===== src/rtl/bcd_counter_mod_if.sv =====
// Control and data bundle for one BCD counter stage.
// The master (a controller or the previous stage) drives the requests.
// The slave (the counter) returns its count, carry/borrow and load status.
interface bcd_counter_mod_if #(
  parameter int W = 8
);

  logic         clr;
  logic         load;
  logic [W-1:0] data;
  logic         cin;
  logic         dir;
  logic [W-1:0] qout;
  logic         cout;
  logic         load_err;

  modport master (
    output clr, load, data, cin, dir,
    input  qout, cout, load_err
  );

  modport slave (
    input  clr, load, data, cin, dir,
    output qout, cout, load_err
  );

endinterface


===== src/rtl/bcd_counter_mod.sv =====
// Multi-digit BCD up/down counter with a programmable terminal count.
// The count wraps MAX_BCD -> 0 going up and 0 -> MAX_BCD going down.
// cout is raised combinationally in the cycle of the wrap step, so a
// following stage with cin tied to this cout steps on the same edge.
// Loads are range-checked. A rejected load keeps the count and pulses
// load_err for one cycle.
module bcd_counter_mod #(
  parameter int                  DIGITS  = 2,
  parameter logic [4*DIGITS-1:0] MAX_BCD = 8'h59
) (
  input  logic             clk,
  input  logic             rst,
  bcd_counter_mod_if.slave bus
);

  localparam int W = 4 * DIGITS;

  // True when every nibble of v is a decimal digit (0..9).
  function automatic logic bcd_ok(input logic [W-1:0] v);
    logic ok;
    ok = 1'b1;
    for (int i = 0; i < DIGITS; i++) begin
      if (v[4*i +: 4] > 4'd9) ok = 1'b0;
    end
    return ok;
  endfunction

  // Reject parameter sets the counter cannot represent.
  if (DIGITS < 1 || DIGITS > 8) begin : g_bad_digits
    $error("bcd_counter_mod: DIGITS must be 1..8");
  end
  if (!bcd_ok(MAX_BCD) || MAX_BCD == '0) begin : g_bad_max
    $error("bcd_counter_mod: MAX_BCD must be a non-zero BCD value");
  end

  logic [W-1:0] q_r;
  logic         err_r;
  logic [W-1:0] q_next;
  logic         err_next;
  logic [W-1:0] inc_val;
  logic [W-1:0] dec_val;
  logic         inc_carry;
  logic         dec_borrow;
  logic         at_max;
  logic         at_zero;
  logic         load_legal;

  assign at_max  = (q_r == MAX_BCD);
  assign at_zero = (q_r == '0);

  // When every nibble is a decimal digit, comparing the raw vectors gives
  // the same order as comparing the decimal values.
  assign load_legal = bcd_ok(bus.data) && (bus.data <= MAX_BCD);

  // Ripple a +1 through the digits: a 9 rolls to 0 and passes the carry on.
  // NOTE: every variable written here gets a value on every path, starting
  // with the defaults below; a path that skipped one would infer a latch.
  always_comb begin
    inc_val   = '0;
    inc_carry = 1'b1;
    for (int i = 0; i < DIGITS; i++) begin
      if (!inc_carry) begin
        inc_val[4*i +: 4] = q_r[4*i +: 4];
      end else if (q_r[4*i +: 4] == 4'd9) begin
        inc_val[4*i +: 4] = 4'd0;
      end else begin
        inc_val[4*i +: 4] = q_r[4*i +: 4] + 4'd1;
        inc_carry         = 1'b0;
      end
    end
  end

  // Ripple a -1 through the digits: a 0 rolls to 9 and passes the borrow on.
  always_comb begin
    dec_val    = '0;
    dec_borrow = 1'b1;
    for (int i = 0; i < DIGITS; i++) begin
      if (!dec_borrow) begin
        dec_val[4*i +: 4] = q_r[4*i +: 4];
      end else if (q_r[4*i +: 4] == 4'd0) begin
        dec_val[4*i +: 4] = 4'd9;
      end else begin
        dec_val[4*i +: 4] = q_r[4*i +: 4] - 4'd1;
        dec_borrow        = 1'b0;
      end
    end
  end

  // Next count and error flag, with priority clr > load > cin.
  // The terminal-count wrap overrides the digit ripple. The ripple alone
  // would only wrap at the all-nines or all-zeros boundary.
  always_comb begin
    q_next   = q_r;
    err_next = 1'b0;
    if (bus.clr) begin
      q_next = '0;
    end else if (bus.load) begin
      if (load_legal) q_next   = bus.data;
      else            err_next = 1'b1;
    end else if (bus.cin) begin
      if (bus.dir) q_next = at_max  ? '0      : inc_val;
      else         q_next = at_zero ? MAX_BCD : dec_val;
    end
  end

  // State registers; reset takes priority over every request.
  // NOTE: non-blocking assignments here make all flops sample the values
  // from before the edge; blocking ones would make the result depend on
  // statement order.
  always_ff @(posedge clk) begin
    if (rst) begin
      q_r   <= '0;
      err_r <= 1'b0;
    end else begin
      q_r   <= q_next;
      err_r <= err_next;
    end
  end

  assign bus.qout     = q_r;
  assign bus.load_err = err_r;
  assign bus.cout     = bus.cin & ~rst & ~bus.clr & ~bus.load &
                        (bus.dir ? at_max : at_zero);

endmodule


===== src/flat_wrapper.sv =====
// flat-port wrapper written by rule: the top's interface ports become plain ports
module bcd_counter_mod_flat 
#(
  parameter int                  DIGITS  = 2,
  parameter logic [4*DIGITS-1:0] MAX_BCD = 8'h59
)
  (clk, rst, bus_clr, bus_load, bus_data, bus_cin, bus_dir, bus_qout, bus_cout, bus_load_err);
  bcd_counter_mod_if #(.W(8)) bus_i ();
  input  logic clk;
  input  logic rst;
  input wire logic [$bits(bus_i.clr)-1:0] bus_clr;
  input wire logic [$bits(bus_i.load)-1:0] bus_load;
  input wire logic [$bits(bus_i.data)-1:0] bus_data;
  input wire logic [$bits(bus_i.cin)-1:0] bus_cin;
  input wire logic [$bits(bus_i.dir)-1:0] bus_dir;
  output wire logic [$bits(bus_i.qout)-1:0] bus_qout;
  output wire logic [$bits(bus_i.cout)-1:0] bus_cout;
  output wire logic [$bits(bus_i.load_err)-1:0] bus_load_err;
  assign bus_i.clr = bus_clr;
  assign bus_i.load = bus_load;
  assign bus_i.data = bus_data;
  assign bus_i.cin = bus_cin;
  assign bus_i.dir = bus_dir;
  assign bus_qout = bus_i.qout;
  assign bus_cout = bus_i.cout;
  assign bus_load_err = bus_i.load_err;
  bcd_counter_mod #(.DIGITS(DIGITS), .MAX_BCD(MAX_BCD)) u_core (.clk(clk), .rst(rst), .bus(bus_i));
endmodule

===== config.mk =====
export PLATFORM = sky130hd
export DESIGN_NAME = bcd_counter_mod_flat
export DESIGN_NICKNAME = d
export VERILOG_FILES = /design/src/rtl/bcd_counter_mod_if.sv /design/src/rtl/bcd_counter_mod.sv /design/src/flat_wrapper.sv
export SDC_FILE = /design/constraint.sdc
export NUM_CORES = 1
export LEC_CHECK = 0
export CORE_ASPECT_RATIO = 0.8
export CORE_MARGIN = 2
export CORE_UTILIZATION = 53
export CTS_BUF_LIST = sky130_fd_sc_hd__clkbuf_8
export CTS_CLUSTER_DIAMETER = 150
export DETAILED_ROUTE_END_ITERATION = 10
export PLACE_DENSITY = 0.86
export RECOVER_POWER = 100
export SLEW_MARGIN = 5
export SYNTH_ARGS = -nofsm -noshare
export SYNTH_HDL_FRONTEND = slang
export SYNTH_SLANG_ARGS = --single-unit
export TNS_END_PERCENT = 50

===== constraint.sdc =====
create_clock -name clk -period 3.35 [get_ports clk]
set_input_delay 0.5025 -clock clk [delete_from_list [all_inputs] [get_ports clk]]
set_output_delay 0.5025 -clock clk [all_outputs]
set_load 0.05 [all_outputs]

* Word-level counts from Yosys, hierarchy flattened
Index checks and enable logic that the tools add are counted.
Storage, ports and cells: register bits after elaboration 9, output and inout port bits 10
Operators by class: add/subtract/negate cells 4, $lt $le $gt $ge 3, equality and inequality tests 5, mux-type cells 18, bitwise gates (word level) 7, reduce and logical (&&, ||, !) cells 10
Operator list (number):
- 8-bit 2-to-1 mux | 6
- 4-bit 2-to-1 mux | 6
- 4-bit by 1-bit adder with 4-bit output, second input constant | 2
- 4-bit equality test, second input constant | 2
- 8-bit by 7-bit equality test with 1-bit output, second input constant | 1
- 4-bit > comparator, second input constant | 2
- 8-bit by 7-bit <= comparator with 1-bit output, second input constant | 1
- 4-bit zero test | 2
- 8-bit zero test | 1
- 4-bit by 1-bit subtractor with 4-bit output, second input constant | 2
- 1-bit 2-to-1 mux | 6
- 1-bit bitwise AND | 4
- 4-bit by 2-bit != test with 1-bit output, second input constant | 1
- 4-bit AND reduction | 1
- 4-bit nonzero test | 1
- 1-bit inverter | 3
- 3-bit OR reduction | 1
- 2-bit by 1-bit != test with 1-bit output, second input constant | 1
- 2-bit AND reduction | 1
- 2-bit nonzero test | 1
- 2-bit OR reduction | 1
- 1-bit logical AND | 1

* Logic depth before layout (Yosys ltp)
word-level depth 7, mapped depth 7, gate-level depth less buffers 7

* Worst setup path before layout
Ideal clock, no wire load.
path kind reg2out, start point register u_core.q_r[0] (netlist: u_core.bus.qout[0]), end point output bus_cout, arrival time 3.077 ns, data required time 2.847 ns, path slack -0.230 ns, cell stages (with the launch flop) 7, path buffers 0, cell sequence dfxtp_1 -> inv_1 -> ha_1 -> or3b_4 -> nor3_2 -> a31oi_1 -> nor4_1
Between the ends: word-level cells in the longest chain between the ends 3, elaborated cells between the ends (all ways) 4, those cells by class 1 x eq/ne; 1 x mux; 1 x bitwise; 1 x reduce/logical
Ends and longest elaborated chain:
- start: declaration | line bcd_counter_mod.sv:36 | logic [W-1:0] q_r;
- start signal: assignment | line bcd_counter_mod.sv:115 | q_r <= q_next;
- 8-bit by 7-bit equality test with 1-bit output or 8-bit zero test (tied branches) | line bcd_counter_mod.sv:48, bcd_counter_mod.sv:49
- 1-bit 2-to-1 mux * | line bcd_counter_mod.sv:123 | (bus.dir ? at_max : at_zero);
- 1-bit bitwise AND * | line bcd_counter_mod.sv:122 | assign bus.cout = bus.cin & ~rst & ~bus.clr & ~bus.load &
- end: declaration | line flat_wrapper.sv:17 | output wire logic [$bits(bus_i.cout)-1:0] bus_cout;
Mark *: on every way between the ends. The rest lies on a longest branch, timed or not.

* Worst setup path after layout
start point input bus_dir, end point output bus_cout
Between the ends: word-level cells in the longest chain between the ends 2
Ends and longest elaborated chain:
- start: declaration | line flat_wrapper.sv:15 | input wire logic [$bits(bus_i.dir)-1:0] bus_dir;
- 1-bit 2-to-1 mux | line bcd_counter_mod.sv:123
- 1-bit bitwise AND | line bcd_counter_mod.sv:122
Every way passes these cells.

==> run metrics <==
max_slew headroom between 50% and 60%; Cells after Synth between 100 and 150; final setup vio count 0; area delta synth->final 27.2%; worst-margin pin slew slightly above 0.7 ns; FF+latch count, synth 9; largest net degree at the start of global routing 22; chip height 40.7 um; TritonCTS Buffers 3; CP startpoint kind primary input; fin cells around 160; RSZ-0062 raised after global routing no; Leakage between 0.4 and 0.5 nW; fmax between 0.3 and 0.4 GHz; I/O Pins 24; CTS hold repair buffers 0; Warnings, synthesis 0; syn nets approximately 140; vias in the first global route around 820; Peak VDD IR a little under 0.3 mV; GR Util All Layers between 20% and 30%; Power Density just under 300 nW/um^2; crit-path max FO 21; setup tns final 0 ns; reg2reg end u_core.bus.qout[6]; R2R Setup Slk roughly 1.2 ns; Setup crit start bus_dir; fin crit share a little over 80%; Critical Path Sink bus_cout; syn_area_per_cell roughly 7.4 um^2; slowest cell on the critical path dlygate4sd3_1; # rows 13; clock tree buffer depth 2; CP required around 2.9 ns; Crit Path Category in2out; worst r2r src u_core.bus.qout[0]; asr flop ratio synth 0%; placed cell count 155; ranking of synthesized cells by area dfxtp_1, a21oi_1, ha_1, o21ai_0, nand2_1; die area between 2000 and 2500 um^2; initial cell density of the core ~55%; Hold Slack approximately 0.53 ns; fillers 130; Root Buffer clkbuf_8; Post-synth EDFFs 0; first-pass GRT wire length ~3800 um; drt first-iter violations 35; DRC viols 0; Die W approximately 50 um; Top FF cell, synth dfxtp_1; Hold Vio Cnt, Final 0; fin nets around 160; crit path cell chain dlygate4sd3_1, a31oi_1, nor4_2, buf_4; Worst-Skew Late Latency around 0.23 ns; core area ~1600 um^2; Post-DP HPWL roughly 1700 um; crit path capture type primary output; Clock transition at path regs ~0.05 ns; placer congestion estimate slightly below 0.9; Synth cell types 50; register area share after synthesis 20.2%; worst clock skew between 0.002 and 0.0025 ns; share of cells above drive strength 1 between 8 and 9%; post-route total power 335 uW; Resize count post-CTS 0; Slew Limit Fails 0; CTS sink count 9; htree depth 1; Data arrival, critical path about 2.3 ns; R2R cell count 7; WL/cell 14.4 um; CTS tree done; slowest stage delay, CP 1.00 ns; share of the synthesized area in the top cell type between 20% and 30%; postcts setup bufs 0; DR vias ~970; hold crit path type reg2reg; max cap viols 0; # diodes 0; outcome finished clean; final antenna-violating net count 0; drt total wl 2290 um; port buffer count 23; DR pass1 iterations 4; initial antenna violation count 0; DR vias/cell between 6 and 7; min Tclk post-route 2.76 ns; cell taking the most area after synthesis dfxtp_1; synthesized area 893 um^2; grt total ovfl 0
## critical path, delay by kind of cell
kind | cells | cell delay, ns
buffers and inverters | 2 | 1.24
AO/OA/AOI/OAI | 1 | 0.20
AND/OR/NAND/NOR | 1 | 0.30
## area by class of cell
class	count	area [um^2]	share of cell area, %
Clock buffer	3	41.3	3.63
Inverter	7	26.3	2.31
Clock inverter	1	3.75	0.330
Timing Repair Buffer	23	228	20.0
Multi-Input combinational cell	94	629	55.4
Sequential cell	9	180	15.9
Tap cell	22	27.5	2.42
## per-stage QoR
step,utilization (%),setup slack (ns),instance area (um^2)
after floorplan,-,0.331,900
after global placement,68.5,0.681,1100
after detailed placement,68.5,0.616,1100
after CTS,71.3,0.603,1150
after global routing,70.6,0.435,1140
final,70.6,0.594,1140
## kinds of logic after synthesis
family	Yosys count	share of synthesized area, %
DFF	9	20.2
buffers and inverters	17	8.82
AOI/OAI and AO/OA	42	32.5
and+or+nand+nor	46	29.4
muxes	1	2.52
adders and majority gates	4	5.60
xor gates and xnor gates	1	0.981
## synthesized netlist by cell type, types with 2 or more instances
cell	number
o22ai_1	2
a21oi_1	10
inv_1	7
or3_1	3
dfxtp_1	9
or2_2	2
nor2b_1	5
nand3_1	2
clkbuf_1	2
nand2b_1	4
nor2_1	7
buf_2	6
a211oi_1	2
o21bai_1	2
nor3_1	2
nand2_1	9
a31oi_1	3
o21ai_0	8
ha_1	4
## report_power, final
| group | leakage [nW] | internal (mW) | switching [mW] |
|---|---|---|---|
| Combinational | 0.346 | 0.0423 | 0.0516 |
| Clock | 0.0269 | 0.0798 | 0.0424 |
| Sequential | 0.0731 | 0.111 | 0.00765 |
| Total | 0.446 | 0.233 | 0.102 |
## sequential cells by signal, summed over array words and instances, names as in the netlist
register / count
u_core.bus.load_err: 1
u_core.bus.qout: 8
## placed cells by master, fill, tap and decap left out, types with 2 or more instances in the layout
master            n
a211oi_1          3
nand3_1           2
ha_1              4
nor3_1            2
o22ai_1           2
o21ai_0           8
dfxtp_1           9
nor2b_1           5
a21oi_1          10
a31oi_1           3
clkdlybuf4s50_1  11
nand2_1           9
dlygate4sd3_1    11
or2_2             2
inv_1             8
nand2b_1          4
or3_1             3
o21bai_1          2
nor2_1            7
clkbuf_8          3
a221oi_1          2
## how the worst min path moves through the flow
| stage | startpoint | endpoint | slack [ns] | cells after the start |
|---|---|---|---|---|
| 2_1_floorplan | bus_data[0] | u_core.bus.qout[0] | 0.65 | 2 |
| 3_3_place_gp | u_core.bus.qout[1] | u_core.bus.qout[1] | 0.53 | 2 |
| 3_5_place_dp | u_core.bus.qout[1] | u_core.bus.qout[1] | 0.53 | 2 |
| 4_1_cts | u_core.bus.qout[1] | u_core.bus.qout[1] | 0.54 | 2 |
| 5_1_grt | u_core.bus.qout[1] | u_core.bus.qout[1] | 0.58 | 2 |
| 6_report | u_core.bus.qout[1] | u_core.bus.qout[1] | 0.53 | 2 |
## per-layer routing
| metal | track usage (%) | share of wire, % | up-vias |
|---|---|---|---|
| li1 | - | - | 473 |
| met1 | 35.1 | 43 | 434 |
| met2 | 39.3 | 45 | 56 |
| met3 | 4.74 | 11 | 4 |
| met4 | 5.56 | 0.87 | 0 |
| met5 | 0 | 0 | - |
(Power assumes the default switching activity.)
